## src/rtl/noise_channel_gen2.sv

```systemverilog
// Noise channel: LFSR noise source stepped by a programmable timer, with a
// 4-bit decaying volume envelope and a registered audio sample output.
// Optional length counter enabled by defining NOISE_LENGTH_COUNTER_EN; without
// it a triggered note runs until reset.
module noise_channel_gen2 #(
   parameter int unsigned LFSR_WIDTH   = 15,
   parameter int unsigned SHORT_TAP    = 6,
   parameter int unsigned PERIOD_WIDTH = 12,
   parameter int unsigned OUT_WIDTH    = 9
) (
   input  logic                    i_clk,
   input  logic                    i_rst_n,
   input  logic                    i_tick_stb,
   input  logic                    i_trigger,
   input  logic [PERIOD_WIDTH-1:0] i_cfg_period,
   input  logic                    i_cfg_mode,
   input  logic [3:0]              i_cfg_volume,
   input  logic                    i_cfg_decay_en,
   input  logic [3:0]              i_cfg_decay_div,
   input  logic [7:0]              i_cfg_length,
   output logic [OUT_WIDTH-1:0]    o_output,
   output logic                    o_active,
   output logic                    o_lfsr_stb
);

   typedef enum logic [0:0] {StIdle, StRun} state_e;

   state_e                  state_q, state_d;
   logic [LFSR_WIDTH-1:0]   lfsr_q, lfsr_d;
   logic [PERIOD_WIDTH-1:0] timer_q, timer_d;
   logic [PERIOD_WIDTH-1:0] period_q, period_d;
   logic                    mode_q, mode_d;
   logic                    decay_en_q, decay_en_d;
   logic [3:0]              div_reload_q, div_reload_d;
   logic [3:0]              div_q, div_d;
   logic [3:0]              volume_q, volume_d;
   logic [OUT_WIDTH-1:0]    out_q, out_d;
   logic                    run;
   logic                    expire;
   logic                    tap_bit;

`ifdef NOISE_LENGTH_COUNTER_EN
   logic [7:0]              length_q, length_d;
`else
   logic                    unused_cfg_length;
   assign unused_cfg_length = ^i_cfg_length;
`endif

   assign run     = (state_q == StRun);
   assign expire  = run && (timer_q == '0);
   // Tap uses the mode latched for the current note, even on a re-trigger edge.
   assign tap_bit = mode_q ? lfsr_q[SHORT_TAP] : lfsr_q[1];

   // Next-state: trigger capture, timer/LFSR stepping, envelope and length
   always_comb begin
      state_d      = state_q;
      lfsr_d       = lfsr_q;
      timer_d      = timer_q;
      period_d     = period_q;
      mode_d       = mode_q;
      decay_en_d   = decay_en_q;
      div_reload_d = div_reload_q;
      div_d        = div_q;
      volume_d     = volume_q;
`ifdef NOISE_LENGTH_COUNTER_EN
      length_d     = length_q;
`endif

      // An expiry steps the LFSR even when a trigger lands on the same clock
      if (expire) begin
         lfsr_d = {lfsr_q[0] ^ tap_bit, lfsr_q[LFSR_WIDTH-1:1]};
      end

      if (i_trigger) begin
         state_d      = StRun;
         period_d     = i_cfg_period;
         mode_d       = i_cfg_mode;
         decay_en_d   = i_cfg_decay_en;
         div_reload_d = i_cfg_decay_div;
         timer_d      = i_cfg_period;
         volume_d     = i_cfg_volume;
         div_d        = i_cfg_decay_div;
`ifdef NOISE_LENGTH_COUNTER_EN
         length_d     = i_cfg_length;
`endif
      end else if (run) begin
         timer_d = expire ? period_q : timer_q - PERIOD_WIDTH'(1);
         if (i_tick_stb && decay_en_q) begin
            if (div_q == '0) begin
               div_d = div_reload_q;
               if (volume_q != '0) begin
                  volume_d = volume_q - 4'd1;
               end
            end else begin
               div_d = div_q - 4'd1;
            end
         end
`ifdef NOISE_LENGTH_COUNTER_EN
         // A zero length stops on the first tick rather than wrapping
         if (i_tick_stb) begin
            if (length_q <= 8'd1) begin
               state_d  = StIdle;
               length_d = '0;
            end else begin
               length_d = length_q - 8'd1;
            end
         end
`endif
      end

      // Sample is gated off on the clock the note ends so IDLE always reads 0
      out_d = '0;
      if (run && (state_d == StRun) && !lfsr_q[0]) begin
         out_d = OUT_WIDTH'(volume_q) << (OUT_WIDTH - 4);
      end
   end

   // State registers with asynchronous active-low reset
   always_ff @(posedge i_clk or negedge i_rst_n) begin
      if (!i_rst_n) begin
         state_q      <= StIdle;
         lfsr_q       <= LFSR_WIDTH'(1);
         timer_q      <= '0;
         period_q     <= '0;
         mode_q       <= 1'b0;
         decay_en_q   <= 1'b0;
         div_reload_q <= '0;
         div_q        <= '0;
         volume_q     <= '0;
         out_q        <= '0;
`ifdef NOISE_LENGTH_COUNTER_EN
         length_q     <= '0;
`endif
      end else begin
         state_q      <= state_d;
         lfsr_q       <= lfsr_d;
         timer_q      <= timer_d;
         period_q     <= period_d;
         mode_q       <= mode_d;
         decay_en_q   <= decay_en_d;
         div_reload_q <= div_reload_d;
         div_q        <= div_d;
         volume_q     <= volume_d;
         out_q        <= out_d;
`ifdef NOISE_LENGTH_COUNTER_EN
         length_q     <= length_d;
`endif
      end
   end

   assign o_output   = out_q;
   assign o_active   = run;
   assign o_lfsr_stb = expire;

endmodule

```

## config.mk

```make
export PLATFORM = sky130hd
export DESIGN_NAME = noise_channel_gen2
export DESIGN_NICKNAME = d
export VERILOG_FILES = /design/src/rtl/noise_channel_gen2.sv
export SDC_FILE = /design/constraint.sdc
export NUM_CORES = 1
export LEC_CHECK = 0
export CORE_MARGIN = 2
export CORE_UTILIZATION = 33
export CTS_CLUSTER_SIZE = 8
export DETAILED_ROUTE_END_ITERATION = 10
export DONT_BUFFER_PORTS = 1
export PLACE_DENSITY_LB_ADDON = 0.3
export SYNTH_ARGS = -nofsm -noshare
export SYNTH_HDL_FRONTEND = slang
export SYNTH_SLANG_ARGS = --single-unit
export TNS_END_PERCENT = 5
```

## constraint.sdc

```tcl
create_clock -name i_clk -period 2.05 [get_ports i_clk]
set_input_delay 0.41 -clock i_clk [delete_from_list [all_inputs] [get_ports i_clk]]
set_output_delay 0.41 -clock i_clk [all_outputs]
set_load 0.05 [all_outputs]
```

==> results of run 1 <==
-- logic make-up after synthesis --
family | synth area share (%)
multiplexers | 5.72
other | 0.128
buffers and inverters | 4.99
XOR/XNOR | 1.79
AO/OA/AOI/OAI | 15.3
flip-flops | 49.5
adder cells (fa/ha/maj) | 2.13
AND/OR/NAND/NOR | 20.4
-- per-stage QoR --
stage                     worst slack (ns)  util [%]  hold WS, ns  setup TNS [ns]
after floorplan                     -0.264         -        0.114          -0.264
after global placement              -0.135      36.7        0.117          -0.187
after detailed placement            -0.132      36.7        0.117          -0.256
after CTS                           -0.479      39.9        0.146          -0.521
after global routing                -0.524      40.0        0.143           -1.02
final                               -0.457      40.0        0.165          -0.487
-- power by group through the flow --
stage	registers, mW	logic (mW)	clock network [mW]
floorplan	1.40	0.345	0
global placement	1.41	0.440	0
detailed placement	1.41	0.447	0
CTS	1.39	0.482	1.28
global route	1.41	0.549	1.33
finish	1.39	0.481	1.25
-- worst paths after layout --
check | startpoint | to | slack [ns] | cells after the start
setup / recovery | timer_q[6] | o_lfsr_stb | -0.46 | 4
hold / removal | i_trigger | timer_q[0] | 0.16 | 1
setup reg to reg | timer_q[6] | timer_q[0] | -0.03 | 5
hold reg to reg | lfsr_q[7] | lfsr_q[7] | 0.47 | 2
max in group asynchronous | i_rst_n | lfsr_q[0] | 1.15 | 2
min in group asynchronous | i_rst_n | period_q[1] | 0.58 | 2
-- layer usage --
layer / vias up / track usage, % / part of all wire [%]
li1: 1125 / - / -
met1: 1145 / 19.2 / 47
met2: 45 / 23.6 / 47
met3: 13 / 4.65 / 4.2
met4: 0 / 4.85 / 1.8
met5: - / 0 / 0
-- what timing repair did --
item	4_1_cts	5_1_grt
pin swaps	0	0
resized for setup	1	3
setup endpoints to repair	3	19
endpoints found under the hold margin	58	0
gates cloned	0	0
hold buffers	2	0
-- layout make-up --
class / instances / area share, %
Timing Repair Buffer: 24 / 6.20
Multi-Input combinational cell: 223 / 39.7
Clock inverter: 4 / 2.09
Tap cell: 108 / 3.89
Inverter: 14 / 1.51
Clock buffer: 12 / 4.76
Sequential cell: 58 / 41.9
-- sequential cells by signal, summed over array words and instances (netlist names) --
name / cells
div_q: 4
div_reload_q: 4
period_q: 12
volume_q: 4
o_active: 1
lfsr_q: 15
mode_q: 1
decay_en_q: 1
o_output: 4
timer_q: 12
-- cells in the final DEF, fill, tap and decap left out, types with 4 or more instances in the layout --
cell type	netlist	final
ha_1	5	5
buf_4	5	21
or3_1	6	6
dfrtp_1	57	57
inv_1	14	14
and2_1	4	4
a22oi_1	7	7
a21oi_1	10	10
o22ai_1	4	4
clkbuf_8	0	12
nor2_1	13	13
a31oi_1	9	9
conb_1	1	5
nor2b_1	5	5
nand2_1	58	58
o21ai_0	23	22
nor3_1	7	6
mux2_2	14	14
nand3_1	10	10
-- worst max-delay path, cell delays in order (launching register included) --
cell and delay [ns]:
dfrtp_1 0.38, or4_4 0.57, or4_4 0.45, nor3_4 0.19
buf_12 0.17
==> metrics.csv, run 1 <==
metric,value,unit
unrepaired setup endpoints after global routing,yes,
Core Region,8680,sq um
placed cell count,425,
outcome,"complete, but fails checks",
fillers,872,
Sequential Power Share,44.5,%
fin area,3470,sq um
Inserted Diodes,0,
final WL,6.62,mm
clock sinks,58,
Sw Ratio,27.6,%
worst setup margin,-0.457,ns
final setup skew,0.0134,ns
First-pass DRT Iterations,4,
number of buffer cells added on primary ports,0,
Via density,5.26,
Sw Pwr,863,uW
"count leader, synth",nand2_1,
depth of the CTS H-tree,3,
violated checks,setup timing,
fin crit share,122,%
fin crit period,2.51,ns
I/O pin cnt,45,
largest net degree at the start of global routing,59,
Residual DRC,0,
GP Congestion,0.817,
Worst setup SP type,flip-flop,
Critical Path RT,1.64,ns
wire per inst,14.9,microns
Initial DRC Count,121,
"non-filler cells, final",443,
post-synth top area share,48.6,%
Worst-path clk slew,0.07,ns
GRT overflow,0,
Final #Nets,369,
headroom to the max-slew limit,59.9,%
Hold Path Class,in -> reg,
gr usage total,14.8,%
fmax,399,MHz
final hold vios,0,
FP Rows,34,
Yosys cell types,49,
Area after DPL,3180,sq um
Worst-Margin Slew,0.596,ns
Vias,2328,
clock buffer count from CTS,9,
Logic pwr share,15.4,%
Pint,2.26,mW
synthesized area per cell,9.46,sq um
critical path class,reg -> out,
Mapped Area,2930,sq um
Post-DP HPWL,4.43,mm
Synth Register Bits,58,
ANT nets after route,0,
Post-synth EDFFs,0,
die width,98.3,microns
"area leader, netlist",dfrtp_1,
Die H,98.3,microns
initial antenna violation count,0,
clk_lat worst skew,0.34,ns
Setup-failing EPs final,2,
Clk pwr share,40.1,%
Slew Limit Fails,0,
CTS tree,done,
CP max FO,4,
first-pass GRT wire length,11.4,mm
leakage power,1.54,nW
Clock Path Buffers,2,
Synth warnings,0,
register area,1450,sq um
post-CTS setup buffer count,0,
max-cap viol count,0,
Setup crit end kind,primary output,
arrival time worst endpoint,2.10,ns
layout cells sized above 1,19.4,%
PwrDens,900,nW/um^2
PnR Total Power,3.12,mW
die area,9660,sq um
Mapped Cells,310,
"Async S/R FF share, synth",100,%
vias in the first global route,2312,
Initial Util,33.8,%
area of the multi-input gates,1380,sq um
clock root cell,clkbuf_8,
Synth Flop Type,dfrtp_1,
Synth area leaders,"dfrtp_1 49%, nand2_1 7.4%, mux2_2 5.4%",
peak supply drop,0.000542,V
Post-synth top cells,"58 x nand2_1, 57 x dfrtp_1, 23 x o21ai_0",
Area Overhead vs Synth,18.3,%
"Seq/Total Area, Yosys",49.5,%
Note: power is estimated with default switching activity, not from simulation.
==> inputs of run 2 (changes only) <==
--- a/config.mk
+++ b/config.mk
@@ -5,12 +5,15 @@
 export SDC_FILE = /design/constraint.sdc
 export NUM_CORES = 1
 export LEC_CHECK = 0
+export CELL_PAD_IN_SITES_DETAIL_PLACEMENT = 1
+export CELL_PAD_IN_SITES_GLOBAL_PLACEMENT = 2
 export CORE_MARGIN = 2
 export CORE_UTILIZATION = 33
 export CTS_CLUSTER_SIZE = 8
 export DETAILED_ROUTE_END_ITERATION = 10
 export DONT_BUFFER_PORTS = 1
 export PLACE_DENSITY_LB_ADDON = 0.3
+export SLEW_MARGIN = 10
 export SYNTH_ARGS = -nofsm -noshare
 export SYNTH_HDL_FRONTEND = slang
 export SYNTH_SLANG_ARGS = --single-unit
==> run 2 against run 1 <==
  * Critical path type unchanged
  * Sequential power about the same
  * Critical endpoint unchanged
  * Count of clock-buffer cells in the layout down 2
  * Die area unchanged
  * Sequential share of layout area down 0.34 points
  * Power about the same
  * The flow still finishes with violations (setup timing)
  * Final cell count up 0.90%
  * Critical path depth unchanged
  * Clock power about the same
  * Highest routed layer unchanged
  * Combinational power up 5.8%
==> metrics.csv, run 2 (synthesized netlist as in run 1, its figures left out) <==
metric,value,unit
Inserted Diodes,0,
Area after DPL,3210,sq um
largest net degree at the start of global routing,59,
PwrDens,892,nW/um^2
final hold vios,0,
number of buffer cells added on primary ports,0,
met3 Use GR,4.80,%
Via density,5.19,
peak supply drop,0.000359,V
crit-path leading delay family,simple AND/OR/NAND/NOR gates,
Setup-failing EPs final,3,
Worst-path clk slew,0.07,ns
clk_lat worst skew,0.35,ns
DP Worst Slack,-0.135,ns
final setup skew,0.00704,ns
I/O pin cnt,45,
Setup crit end kind,primary output,
Area Overhead vs Synth,19.3,%
Critical Path RT,1.64,ns
layout cells sized above 1,20.9,%
outcome,"complete, but fails checks",
first-pass GRT wire length,12.4,mm
"Slowest-stage cell, CP",or4_4,
Die H,98.3,microns
met1 Use GR,20.3,%
GRT overflow,0,
leakage power,1.55,nW
CP max stage delay,0.55,ns
CP max FO,2,
grt met2 use,26.9,%
Hold Path Class,in -> reg,
violated checks,setup timing,
Slew Limit Fails,0,
Most Crowded Layer GR,met2,
Reg2Reg Setup Slack,-0.03,ns
"non-filler cells, final",447,
vias in the first global route,2527,
die width,98.3,microns
Post-DP HPWL,5.06,mm
clock buffer count from CTS,9,
Top Registers,"lfsr_q: 15 flops, period_q: 12 flops, timer_q: 12 flops",
number of flip-flops in the largest register,15,
First-pass DRT Iterations,5,
worst setup margin,-0.435,ns
hold slack,0.174,ns
FP Rows,34,
Initial DRC Count,50,
arrival time worst endpoint,2.07,ns
"most used cell, CP",or4_4,
ANT nets after route,0,
CP bufs+invs,1,
critical path class,reg -> out,
GP Congestion,0.754,
"commonest non-fill, non-tap cells in the layout","57 x nand2_1, 57 x dfrtp_1, 24 x buf_4",
"Critical Path, Cell by Cell",or4_4 > or4_4 > nor3_4 > buf_12,
CTS tree,done,
placed cell count,429,
Final TNS setup,-0.465,ns
gr usage total,16.4,%
Vias,2321,
Clock Path Buffers,2,
clock sinks,58,
Worst setup SP type,flip-flop,
max-cap viol count,0,
Initial Util,33.8,%
fin crit share,121,%
post-CTS setup buffer count,0,
Top reg by flops,lfsr_q,
Core Region,8680,sq um
Final #Nets,373,
unrepaired setup endpoints after global routing,yes,
clock root cell,clkbuf_8,
fin crit period,2.48,ns
initial antenna violation count,0,
die area,9660,sq um
final WL,7.35,mm
fmax,402,MHz
fin area,3500,sq um
Residual DRC,0,
wire per inst,16.4,microns
depth of the CTS H-tree,3,
[run 2: report_power, final]
| part | switching, mW | internal [mW] | total (mW) |
|---|---|---|---|
| clock | 0.504 | 0.719 | 1.22 |
| combinational | 0.271 | 0.238 | 0.509 |
| sequential | 0.139 | 1.25 | 1.39 |
[run 2: worst paths after layout]
check | start | endpoint | cells after the start
min in group asynchronous | i_rst_n | div_reload_q[1] | 2
hold / removal | i_trigger | timer_q[0] | 1
setup / recovery | timer_q[6] | o_lfsr_stb | 4
hold reg to reg | lfsr_q[11] | lfsr_q[11] | 2
max in group asynchronous | i_rst_n | lfsr_q[0] | 2
setup reg to reg | timer_q[6] | timer_q[0] | 5
[run 2: layout make-up]
| cell class | instances | area, sq um |
|---|---|---|
| fill | 1002 | 5180 |
| sequential | 58 | 1450 |
| multi-input combinational | 223 | 1380 |
| timing repair buffer | 28 | 249 |
| clock buffer | 10 | 138 |
| tap | 108 | 135 |
| clock inverter | 6 | 88.8 |
| inverter | 14 | 52.6 |
[run 2: per-layer routing]
layer  wire length, microns  share of wire [%]
met1                   3420                 47
met5                      0                  0
met2                   3590                 49
met3                    211                2.9
met4                    125                1.7
[run 2: repair_timing]
item                                   4_1_cts  5_1_grt
cloned                                       0        0
pin swaps                                    0        0
endpoints found under the hold margin       58        0
setup endpoints to repair                   23       16
hold buffers                                 2        0
gates resized for setup                      4        4
[run 2: per-stage QoR]
step | utilization, % | power (mW)
CTS | 40.3 | 3.17
global placement | 37.0 | 1.87
global route | 40.3 | 3.30
finish | 40.3 | 3.12
floorplan | - | 1.74
detailed placement | 37.0 | 1.89
[run 2: worst register-to-register path, delay by kind of cell (launching register included)]
| family | cells | cell delay (ns) |
|---|---|---|
| flip-flops | 1 | 0.38 |
| AO/OA/AOI/OAI | 2 | 0.44 |
| AND/OR/NAND/NOR | 2 | 1.00 |
| buffers and inverters | 1 | 0.18 |
==> inputs of run 3 (changes only) <==
--- a/config.mk
+++ b/config.mk
@@ -7,7 +7,7 @@
 export LEC_CHECK = 0
 export CELL_PAD_IN_SITES_DETAIL_PLACEMENT = 1
 export CELL_PAD_IN_SITES_GLOBAL_PLACEMENT = 2
-export CORE_MARGIN = 2
+export CORE_MARGIN = 10
 export CORE_UTILIZATION = 33
 export CTS_CLUSTER_SIZE = 8
 export DETAILED_ROUTE_END_ITERATION = 10
==> run 3 against run 2 <==
  * The flow still finishes with violations (setup timing)
  * Via count is 0.90% higher
  * Design area is 0.46% higher
  * Utilization is 0.19 points higher
  * Global-route usage is 4.1 points lower
  * Largest cell class unchanged
==> metrics.csv, run 3 (synthesized netlist as in run 1, its figures left out) <==
metric,value,unit
ANT nets after route,0,
final setup skew,0.0112,ns
clock root cell,clkbuf_8,
Vias,2342,
initial antenna violation count,0,
Setup crit end kind,primary output,
Final #Nets,373,
vias in the first global route,2425,
clk_lat worst skew,0.34,ns
PwrDens,882,nW/um^2
Initial Util,33.8,%
Via density,5.24,
wire per inst,17.2,microns
Worst-path clk slew,0.06,ns
Final TNS setup,-0.442,ns
Critical Path RT,1.64,ns
Residual DRC,0,
layout cells sized above 1,20.6,%
number of buffer cells added on primary ports,0,
CP max FO,2,
Area Overhead vs Synth,19.8,%
GRT overflow,0,
Hold Path Class,in -> reg,
final hold vios,0,
violated checks,setup timing,
unrepaired setup endpoints after global routing,yes,
largest net degree at the start of global routing,59,
Top Registers,"lfsr_q: 15 flops, period_q: 12 flops, timer_q: 12 flops",
Inserted Diodes,0,
post-CTS setup buffer count,0,
outcome,"complete, but fails checks",
arrival time worst endpoint,2.05,ns
"most common cell after layout, fill and taps aside",nand2_1,
leakage power,1.57,nW
Die H,114,microns
CTS tree,done,
final design utilization,40.5,%
GP Congestion,0.745,
clock sinks,58,
I/O pin cnt,45,
Clock Path Buffers,2,
fin crit period,2.46,ns
First-pass DRT Iterations,4,
critical path class,reg -> out,
depth of the CTS H-tree,3,
"non-filler cells, final",447,
placed cell count,429,
Setup-failing EPs final,4,
first-pass GRT wire length,12.7,mm
Post-DP HPWL,5.22,mm
Initial DRC Count,88,
fin crit share,120,%
Area after DPL,3210,sq um
"commonest non-fill, non-tap cells in the layout","58 x nand2_1, 57 x dfrtp_1, 23 x o21ai_0, 23 x buf_4",
Worst setup SP type,flip-flop,
max-cap viol count,0,
die area,13100,sq um
Worst Reg-to-Reg Cells,5,
Core Region,8680,sq um
clock buffer count from CTS,9,
final WL,7.68,mm
FP Rows,34,
number of flip-flops in the largest register,15,
fin area,3510,sq um
worst setup margin,-0.406,ns
die width,114,microns
peak supply drop,0.000407,V
Slew Limit Fails,0,
Top reg by flops,lfsr_q,
hold path depth,1,
gr usage total,12.3,%
fmax,407,MHz
[run 3: cell count changes in the layout (fill, tap and decap cells not counted), sizes merged]
| cell | previous run | this run |
|---|---|---|
| clkinv | 1 | 3 |
| clkinvlp | 2 | 0 |
| clkbuf | 10 | 11 |
| inv | 15 | 14 |
[run 3: area by class of cell]
type	count	area [sq um]
inverters	14	52.6
fillers	1012	5160
clock buffers	11	141
multi-input cells	223	1390
well taps	108	135
clock inverters	5	78.8
flip-flops and latches	58	1450
repair buffers	28	262
[run 3: where the power goes]
group | switching, mW | internal, mW
clock | 0.468 | 0.716
combinational | 0.279 | 0.242
sequential | 0.142 | 1.25
total | 0.889 | 2.21
[run 3: timing repair]
action | CTS | global route
hold endpoints to repair | 58 | 0
pin swaps | 0 | 0
gates resized for setup | 5 | 5
hold buffers | 2 | 0
setup endpoints to repair | 22 | 23
[run 3: path summary, 6_finish.rpt]
path / start / endpoint / slack [ns]
min in group asynchronous: i_rst_n / div_reload_q[2] / 0.59
setup reg to reg: timer_q[6] / timer_q[4] / -0.02
max in group asynchronous: i_rst_n / lfsr_q[0] / 1.16
setup / recovery: timer_q[6] / o_lfsr_stb / -0.41
hold / removal: i_trigger / timer_q[0] / 0.18
hold reg to reg: lfsr_q[5] / lfsr_q[5] / 0.47
[run 3: worst max-delay path: stages (launching register included)]
cell and delay (ns):
dfrtp_1 0.38, or4_4 0.55, or4_4 0.45, nor3_4 0.17, buf_12 0.16
[run 3: per-layer routing]
metal | vias to the layer above | part of all wire, % | global-route usage (%) | routed length [microns]
li1 | 1137 | - | - | -
met1 | 1160 | 45 | 14.8 | 3430
met2 | 35 | 49 | 19.9 | 3770
met3 | 10 | 4.6 | 3.98 | 356
met4 | 0 | 1.5 | 4.85 | 115
met5 | - | 0 | 0 | 0
[run 3: stage by stage]
stage | total power [mW] | hold slack [ns] | setup WS (ns)
floorplan | 1.74 | 0.114 | -0.264
global placement | 1.88 | 0.116 | -0.108
detailed placement | 1.89 | 0.116 | -0.105
CTS | 3.14 | 0.157 | -0.439
global route | 3.27 | 0.157 | -0.497
finish | 3.10 | 0.180 | -0.406
